<file path="src/rtl/writeback_arbiter.sv">
// Collects results from two pipeline lanes in small FIFOs and writes them back one per cycle.
// Define WB_FIXED_PRIO_EN for fixed lane-1 priority instead of round-robin.
module writeback_arbiter #(
    parameter int unsigned DATA_W = 32,
    parameter int unsigned ADDR_W = 11,
    parameter int unsigned DEPTH  = 4
) (
    input  logic                     clk,
    input  logic                     reset,
    input  logic                     l1_valid,
    output logic                     l1_ready,
    input  logic [ADDR_W-1:0]        l1_adrs,
    input  logic [DATA_W-1:0]        l1_data,
    input  logic                     l2_valid,
    output logic                     l2_ready,
    input  logic [ADDR_W-1:0]        l2_adrs,
    input  logic [DATA_W-1:0]        l2_data,
    output logic                     w_en,
    output logic [ADDR_W-1:0]        w_adrs,
    output logic [DATA_W-1:0]        data_in,
    output logic [$clog2(DEPTH):0]   l1_count,
    output logic [$clog2(DEPTH):0]   l2_count,
    output logic                     busy
);
    localparam int unsigned PW = $clog2(DEPTH);
    localparam int unsigned CW = PW + 1;
    localparam int unsigned EW = ADDR_W + DATA_W;

    logic [EW-1:0] fifo [2][DEPTH];
    logic [PW-1:0] wr_ptr [2];
    logic [PW-1:0] rd_ptr [2];
    logic [CW-1:0] count [2];
    logic [EW-1:0] in_entry [2];
    logic [EW-1:0] head [2];
    logic [1:0]    in_valid;
    logic [1:0]    ready;
    logic [1:0]    push;
    logic [1:0]    nonempty;
    logic [1:0]    grant;

    assign in_valid    = {l2_valid, l1_valid};
    assign in_entry[0] = {l1_adrs, l1_data};
    assign in_entry[1] = {l2_adrs, l2_data};
    assign l1_ready    = ready[0];
    assign l2_ready    = ready[1];
    assign l1_count    = count[0];
    assign l2_count    = count[1];
    assign busy        = (|nonempty) | w_en;

    // Ready depends only on occupancy, so a full lane never pushes through a same-cycle pop.
    always_comb begin
        for (int i = 0; i < 2; i++) begin
            ready[i]    = !reset && (count[i] < CW'(DEPTH));
            push[i]     = in_valid[i] && ready[i];
            nonempty[i] = (count[i] != '0);
            head[i]     = fifo[i][rd_ptr[i]];
        end
    end

`ifdef WB_FIXED_PRIO_EN
    // Lane 1 always wins when it has data; lane 2 may starve.
    always_comb begin
        grant = 2'b00;
        if (nonempty[0])      grant = 2'b01;
        else if (nonempty[1]) grant = 2'b10;
    end
`else
    typedef enum logic {LAST_L1, LAST_L2} state_t;
    state_t state_q, state_d;

    always_ff @(posedge clk or posedge reset) begin
        if (reset) state_q <= LAST_L2;
        else       state_q <= state_d;
    end

    // Round-robin: on a tie the lane not granted last time wins.
    always_comb begin
        grant   = 2'b00;
        state_d = state_q;
        if (nonempty[0] && nonempty[1])
            grant = (state_q == LAST_L2) ? 2'b01 : 2'b10;
        else if (nonempty[0])
            grant = 2'b01;
        else if (nonempty[1])
            grant = 2'b10;
        if (grant[0])      state_d = LAST_L1;
        else if (grant[1]) state_d = LAST_L2;
    end
`endif

    always_ff @(posedge clk) begin
        for (int i = 0; i < 2; i++)
            if (push[i]) fifo[i][wr_ptr[i]] <= in_entry[i];
    end

    always_ff @(posedge clk or posedge reset) begin
        if (reset) begin
            for (int i = 0; i < 2; i++) begin
                wr_ptr[i] <= '0;
                rd_ptr[i] <= '0;
                count[i]  <= '0;
            end
        end else begin
            for (int i = 0; i < 2; i++) begin
                if (push[i])  wr_ptr[i] <= wr_ptr[i] + PW'(1);
                if (grant[i]) rd_ptr[i] <= rd_ptr[i] + PW'(1);
                count[i] <= count[i] + CW'(push[i]) - CW'(grant[i]);
            end
        end
    end

    // Single registered write port; address and data hold when idle.
    always_ff @(posedge clk or posedge reset) begin
        if (reset) begin
            w_en    <= 1'b0;
            w_adrs  <= '0;
            data_in <= '0;
        end else begin
            w_en <= |grant;
            if (grant[0]) begin
                w_adrs  <= head[0][EW-1 -: ADDR_W];
                data_in <= head[0][DATA_W-1:0];
            end else if (grant[1]) begin
                w_adrs  <= head[1][EW-1 -: ADDR_W];
                data_in <= head[1][DATA_W-1:0];
            end
        end
    end
endmodule

</file>
<file path="config.mk">
export PLATFORM = sky130hd
export DESIGN_NAME = writeback_arbiter
export DESIGN_NICKNAME = d
export VERILOG_FILES = /design/src/rtl/writeback_arbiter.sv
export SDC_FILE = /design/constraint.sdc
export NUM_CORES = 1
export LEC_CHECK = 0
export BUFFER_PORTS_ARGS = -buffer_cell sky130_fd_sc_hd__buf_4
export CORE_MARGIN = 4
export CORE_UTILIZATION = 60
export CTS_CLUSTER_SIZE = 40
export DETAILED_ROUTE_END_ITERATION = 10
export GPL_TIMING_DRIVEN = 0
export PLACE_DENSITY_LB_ADDON = 0.25
export REMOVE_ABC_BUFFERS = 1
export SLEW_MARGIN = 15
export SYNTH_ARGS = -nofsm -noshare
export SYNTH_HDL_FRONTEND = slang
export SYNTH_SLANG_ARGS = --single-unit
export TNS_END_PERCENT = 20
</file>
<file path="constraint.sdc">
create_clock -name clk -period 7.3 [get_ports clk]
set_input_delay 0.73 -clock clk [delete_from_list [all_inputs] [get_ports clk]]
set_output_delay 0.73 -clock clk [all_outputs]
set_load 0.005 [all_outputs]
</file>
---- Word level (Yosys, flattened, before mapping) ----
Memories as Yosys holds them, arrays and structs flattened.
Index checks and enable logic that the tools add are counted.
storage, ports and cells
  bits in read-only memories .............. 0
  bits in latches ......................... 0
  memory bits (writable) .................. 344
  flip-flop bits (word level) ............. 59
  memories kept ........................... 1
  input port bits ......................... 90
memory list
  memory  words  bits a word  read ports  clocked after memory_dff  wr ports  RTL line  text
  fifo    2      172          2           0                         2         29        logic [EW-1:0] fifo [2][DEPTH];
operators by class
  mux-type cells .......................... 24
  shift operators ......................... 0
  multiply operators ...................... 0
  bitwise logic cells ..................... 5
  equality and inequality tests ........... 0
  reduce and logical (&&, ||, !) cells .... 13
  div/mod/pow operators ................... 0
  order comparisons ....................... 8
  add/sub/neg operators ................... 8
operators by type and width
  operator                                                  count
  two-way mux 172 bit                                       2
  two-way mux 43 bit                                        6
  binary-select mux 43 bit (select 2 bit)                   2
  demux 43 bit (select 2 bit)                               2
  two-way mux 32 bit                                        2
  two-way mux 11 bit                                        2
  greater-or-equal comparator 3 bit, second input constant  4
  NOT 2 -> 3 bit                                            4
  adder 2 x 1 -> 2 bit, second input constant               4
  two-way mux 2 bit                                         4
  logical AND 1 bit                                         7
  adder 3 x 1 -> 3 bit                                      2
  < comparator 3 x 1 -> 1 bit, second input constant        2
  < comparator 3 bit, second input constant                 2
  nonzero test 3 bit                                        2
  subtractor 3 x 1 -> 3 bit                                 2
  two-way mux 1 bit                                         4
  OR reduction 2 bit                                        2
  nonzero test 2 bit                                        1
  zero test 1 bit                                           1
  OR 1 bit                                                  1

---- Depth between registers and ports, before layout ----
  depth in word-level cells ............... 6
  gate-level depth with buffers ........... 10
  mapped depth without buffers ............ 9

---- Least setup slack after synthesis ----
OpenSTA, ideal clock, no wires.
  path type ............................... input port to flip-flop
  from .................................... input port reset
  to ...................................... memory fifo[0][172] (netlist bit) (enable)
  buffers on the path ..................... 0
  path slack .............................. 4811 ps
  stages .................................. 2
  data arrival time ....................... 2084 ps
  path through ............................ nor2_1 -> and3_1
RTL lines
  item                RTL line  text
  start: declaration  9         input logic reset,
  end: declaration    29

---- Worst setup path after layout ----
  from .................................... register count, in the netlist l1_count[2]
  to ...................................... output port busy
between the ends
  longest elaborated chain between the ends .. 3
RTL lines
  item                              RTL line  text
  start: declaration                32        logic [CW-1:0] count [2];
  start signal: indexed assignment  107       count[i] <= count[i] + CW'(push[i]) - CW'(grant[i]);
  nonzero test 3 bit                55        nonempty[i] = (count[i] != '0);
  OR reduction 2 bit                48        assign busy = (|nonempty) | w_en;
  OR 1 bit                          48
  end: declaration                  23        output logic busy
No other way between the ends.

==> metrics.log <==
INFO  metric design.final.nets = 1036
INFO  metric ioPinCount = 143
INFO  metric synthDominantCellAreaShare = 66.1%
INFO  metric antenna_violating_nets_post_route = 0
INFO  metric drive_gt1_share = 34.6%
INFO  metric grt_start_max_net_pins = 53
INFO  metric routed-via-count = 8348
INFO  metric synth-edff-count = 344
INFO  metric syn_area = 0.0156 mm^2
INFO  metric port_buffers = 142
INFO  metric power.static_leakage = 6.50 nW
INFO  metric seqCellArea = 0.0118 mm^2
INFO  metric max_cap_violations = 0
INFO  metric congestion_overflow_gr = 0
INFO  metric cts-buffers-inserted = 40
INFO  metric area_growth_syn_to_layout = 18.8%
INFO  metric critical_path_peak_fanout = 34
INFO  metric ys_dominant_reg_cell = edfxtp_1
INFO  metric grt_antenna_before_repair = 2
INFO  metric outcome = completed
INFO  metric synthArstFlopShare = 14.6%
INFO  metric synth-warning-count = 0
INFO  metric fill_cells = 1462
INFO  metric synth_adder_area_share = 1.14%
INFO  metric ctsResizeCount = 0
INFO  metric vias_per_cell = 6.45
INFO  metric min_path_type = in -> async
INFO  metric timing.critical_path.max_delay_family = simple AND/OR/NAND/NOR gates
INFO  metric holdBufCountCts = 0
INFO  metric synth_simple_gate_area_share = 4.97%
INFO  metric detailed_place_hpwl = 21700 um
INFO  metric number_of_max_slew_violations_in_the_final_report = 0
INFO  metric timing.critical_path.arrival = 2.51 ns
INFO  metric ys_top_cells_by_area = edfxtp_1 (66%), mux4_2 (12%), dfrtp_1 (9.3%), nand3_1 (4.2%), a32oi_1 (2.4%)
INFO  metric synth_xor_area_share = 0.616%
INFO  metric clock-root-buffer = clkbuf_16
INFO  metric setup_viol = 0
INFO  metric timing.final.crit_period = 3.24 ns
INFO  metric clk_pin_slew_worst_paths = 0.06 ns
INFO  metric post_route_setup_tns = 0 ns
INFO  metric cell_taking_the_most_area_after_synthesis = edfxtp_1
INFO  metric vdd_ir_drop_max = 275 uV
INFO  metric yosysSeqAreaShare = 75.5%
INFO  metric clock_tree.htree_level_count = 2
INFO  metric avgSynthCellArea = 20.1 um^2
INFO  metric r2r.worst_path.cells = 8
INFO  metric grt_setup_unrepaired = no
INFO  metric worst_skew_pair.late_latency = 0.53 ns
INFO  metric place.gp.congestion = 0.743
INFO  metric grtUsageTotal = 23.8%
INFO  metric synth_compound_gate_area_share = 2.74%
INFO  metric die-area = 0.0287 mm^2
INFO  metric slew_headroom = 48.2%
INFO  metric first_global_vias = 8463
INFO  metric yosys_register_bits = 403
INFO  metric dp_cells = 1221
INFO  metric yosys-mux-area-fraction = 12.7%
INFO  metric grt_pass1_wl = 51200 um
INFO  metric layout.cells.non_filler = 1295
INFO  metric critPathCaptureType = primary output
INFO  metric drt-initial-drc-count = 1001
INFO  metric wirelength = 34000 um
INFO  metric critPathSlowestCell = or3_2
INFO  metric layout_worst_path_cycle_share = 44.3%
INFO  metric antenna_cells_inserted = 0
INFO  metric cp_num_buf_inv = 2
INFO  metric pwr_density_cell = 397 mW/mm^2
INFO  metric crit_path_max_incr_delay = 0.73 ns
INFO  metric cts.repair_timing.setup_buffer_count = 0
INFO  metric r2r_end = l2_count[2]
INFO  metric timing.fmax = 309 MHz
INFO  metric ctsLongestPathBuffers = 3
INFO  metric drt_pass1_iterations = 5
INFO  metric drcViolationCount = 0
INFO  metric initial_utilization = 61.5%
INFO  metric worst_slew_pin_slew = 0.775 ns
INFO  metric floorplan.rows = 58
INFO  metric die_width = 169 um
INFO  metric syn_inst = 779
INFO  metric worst_setup_path_start_kind = flip-flop
INFO  metric criticalPathCategory = reg -> out
INFO  metric wl_per_cell = 26.3 um
INFO  metric die_h = 169 um
INFO  metric r2r-start = l2_count[0]
INFO  metric numClockSinks = 403
INFO  metric number_of_library_cell_types_mapped_by_synthesis = 31
INFO  metric multi_input_area = 0.00348 mm^2
INFO  metric cells_along_the_critical_path = or3_2 > buf_12 > or3_1 > buf_4
INFO  metric worst-endpoint-required = 6.57 ns
INFO  metric cts_tree = done
INFO  metric finalHoldViolations = 0
INFO  metric design.core.area = 0.0254 mm^2
INFO  metric r2r_slack = 4.55 ns
INFO  metric final.setup_skew = 0.0106 ns
INFO  metric synth_top_family_by_area = multiplexers
-- cell type report --
class / count / area share (%)
clock inverter: 28 / 1.06
sequential: 403 / 63.6
timing repair buffer: 167 / 8.43
tap: 330 / 2.22
inverter: 10 / 0.216
multi-input combinational: 311 / 18.8
clock buffer: 46 / 5.68
-- metal layers --
layer  vias up  global-route usage, %  share of wire, %
met5         -                      0             0.085
met4         4                   6.37               2.4
met3        63                   4.80               8.9
met2       424                   37.5                49
met1      4318                   35.2                39
li1       3539                      -                 -
-- logic make-up (layout without fill, tap and decap cells) --
family          count (synthesis)  in the layout
buf+inv                        65            251
compound gates                 48             48
fa+ha+maj                      13             13
flops                         403            403
mux                            88             88
simple gates                  151            151
xor+xnor                       11             11
-- per-stage QoR --
stage	instance area, um^2	hold slack (ns)	utilization [%]	setup slack, ns	power (mW)
after global routing	18600	0.125	73.1	4.01	7.71
after global placement	16800	0.515	66.1	1.04	5.20
after CTS	18600	0.115	73.1	4.06	7.41
after detailed placement	17300	0.521	68.2	4.56	5.45
after floorplan	15300	0.511	-	2.67	4.41
final	18600	0.136	73.1	4.06	7.37
-- worst max-delay path by stage --
| stage | slack, ns | start | to | depth (start not counted) |
|---|---|---|---|---|
| after detailed placement | 4.56 | reset | l2_count[2] | 10 |
| after global placement | 1.04 | l2_count[0] | l2_count[2] | 8 |
| final | 4.06 | l1_count[2] | busy | 4 |
| after floorplan | 2.67 | l2_count[0] | l2_count[2] | 8 |
| after global routing | 4.01 | l1_count[2] | busy | 4 |
| after CTS | 4.06 | l1_count[2] | busy | 4 |
-- worst reg2reg max path: cells and delay by family, from the launching register on --
| family | cells | cell delay [ns] |
|---|---|---|
| xor+xnor | 2 | 0.35 |
| fa+ha+maj | 3 | 0.92 |
| buf+inv | 1 | 0.04 |
| flops | 1 | 0.45 |
| simple gates | 2 | 0.90 |
-- cell usage after synthesis, types with 5 or more instances --
cell / n
mux4_2: 81
buf_4: 7
xnor2_1: 9
ha_1: 11
nand3_1: 130
edfxtp_1: 344
buf_2: 13
mux4_1: 5
and3_1: 8
dfrtp_1: 58
clkbuf_1: 28
a32oi_1: 43
inv_1: 10
-- state kept, by name, indices dropped and copies added (netlist names) --
name and cells:
data_in 32, rd_ptr 4, state_q 1, w_en 1, w_adrs 11, fifo 344
wr_ptr 4, l2_count 3, l1_count 3
-- power by group --
group | internal (mW) | switching [mW]
registers | 2.85 | 0.275
clock network | 1.11 | 0.827
logic | 1.10 | 1.20
total | 5.06 | 2.30
-- layout by cell type, fill, tap and decap left out, types with 2 or more instances in the layout --
cell,netlist,layout
a32oi_1,43,43
nor3_4,0,2
edfxtp_1,344,344
dfrtp_2,0,2
nand2_1,2,2
and3_2,0,8
mux4_1,5,5
or3_2,0,2
mux2_2,2,2
bufinv_16,0,2
clkinv_2,0,14
and2_1,2,2
buf_4,7,142
buf_8,0,6
nand3_1,130,130
clkinv_1,0,8
buf_12,4,13
dfrtp_1,58,54
mux4_2,81,81
nor2_1,3,3
inv_1,10,9
inv_6,0,2
clkbuf_16,0,41
dfrtp_4,0,2
ha_1,11,11
fa_1,2,2
clkbuf_1,28,4
xnor2_1,9,9
xor2_1,2,2
buf_16,0,5
No activity file was read; power rests on OpenSTA's default activity.
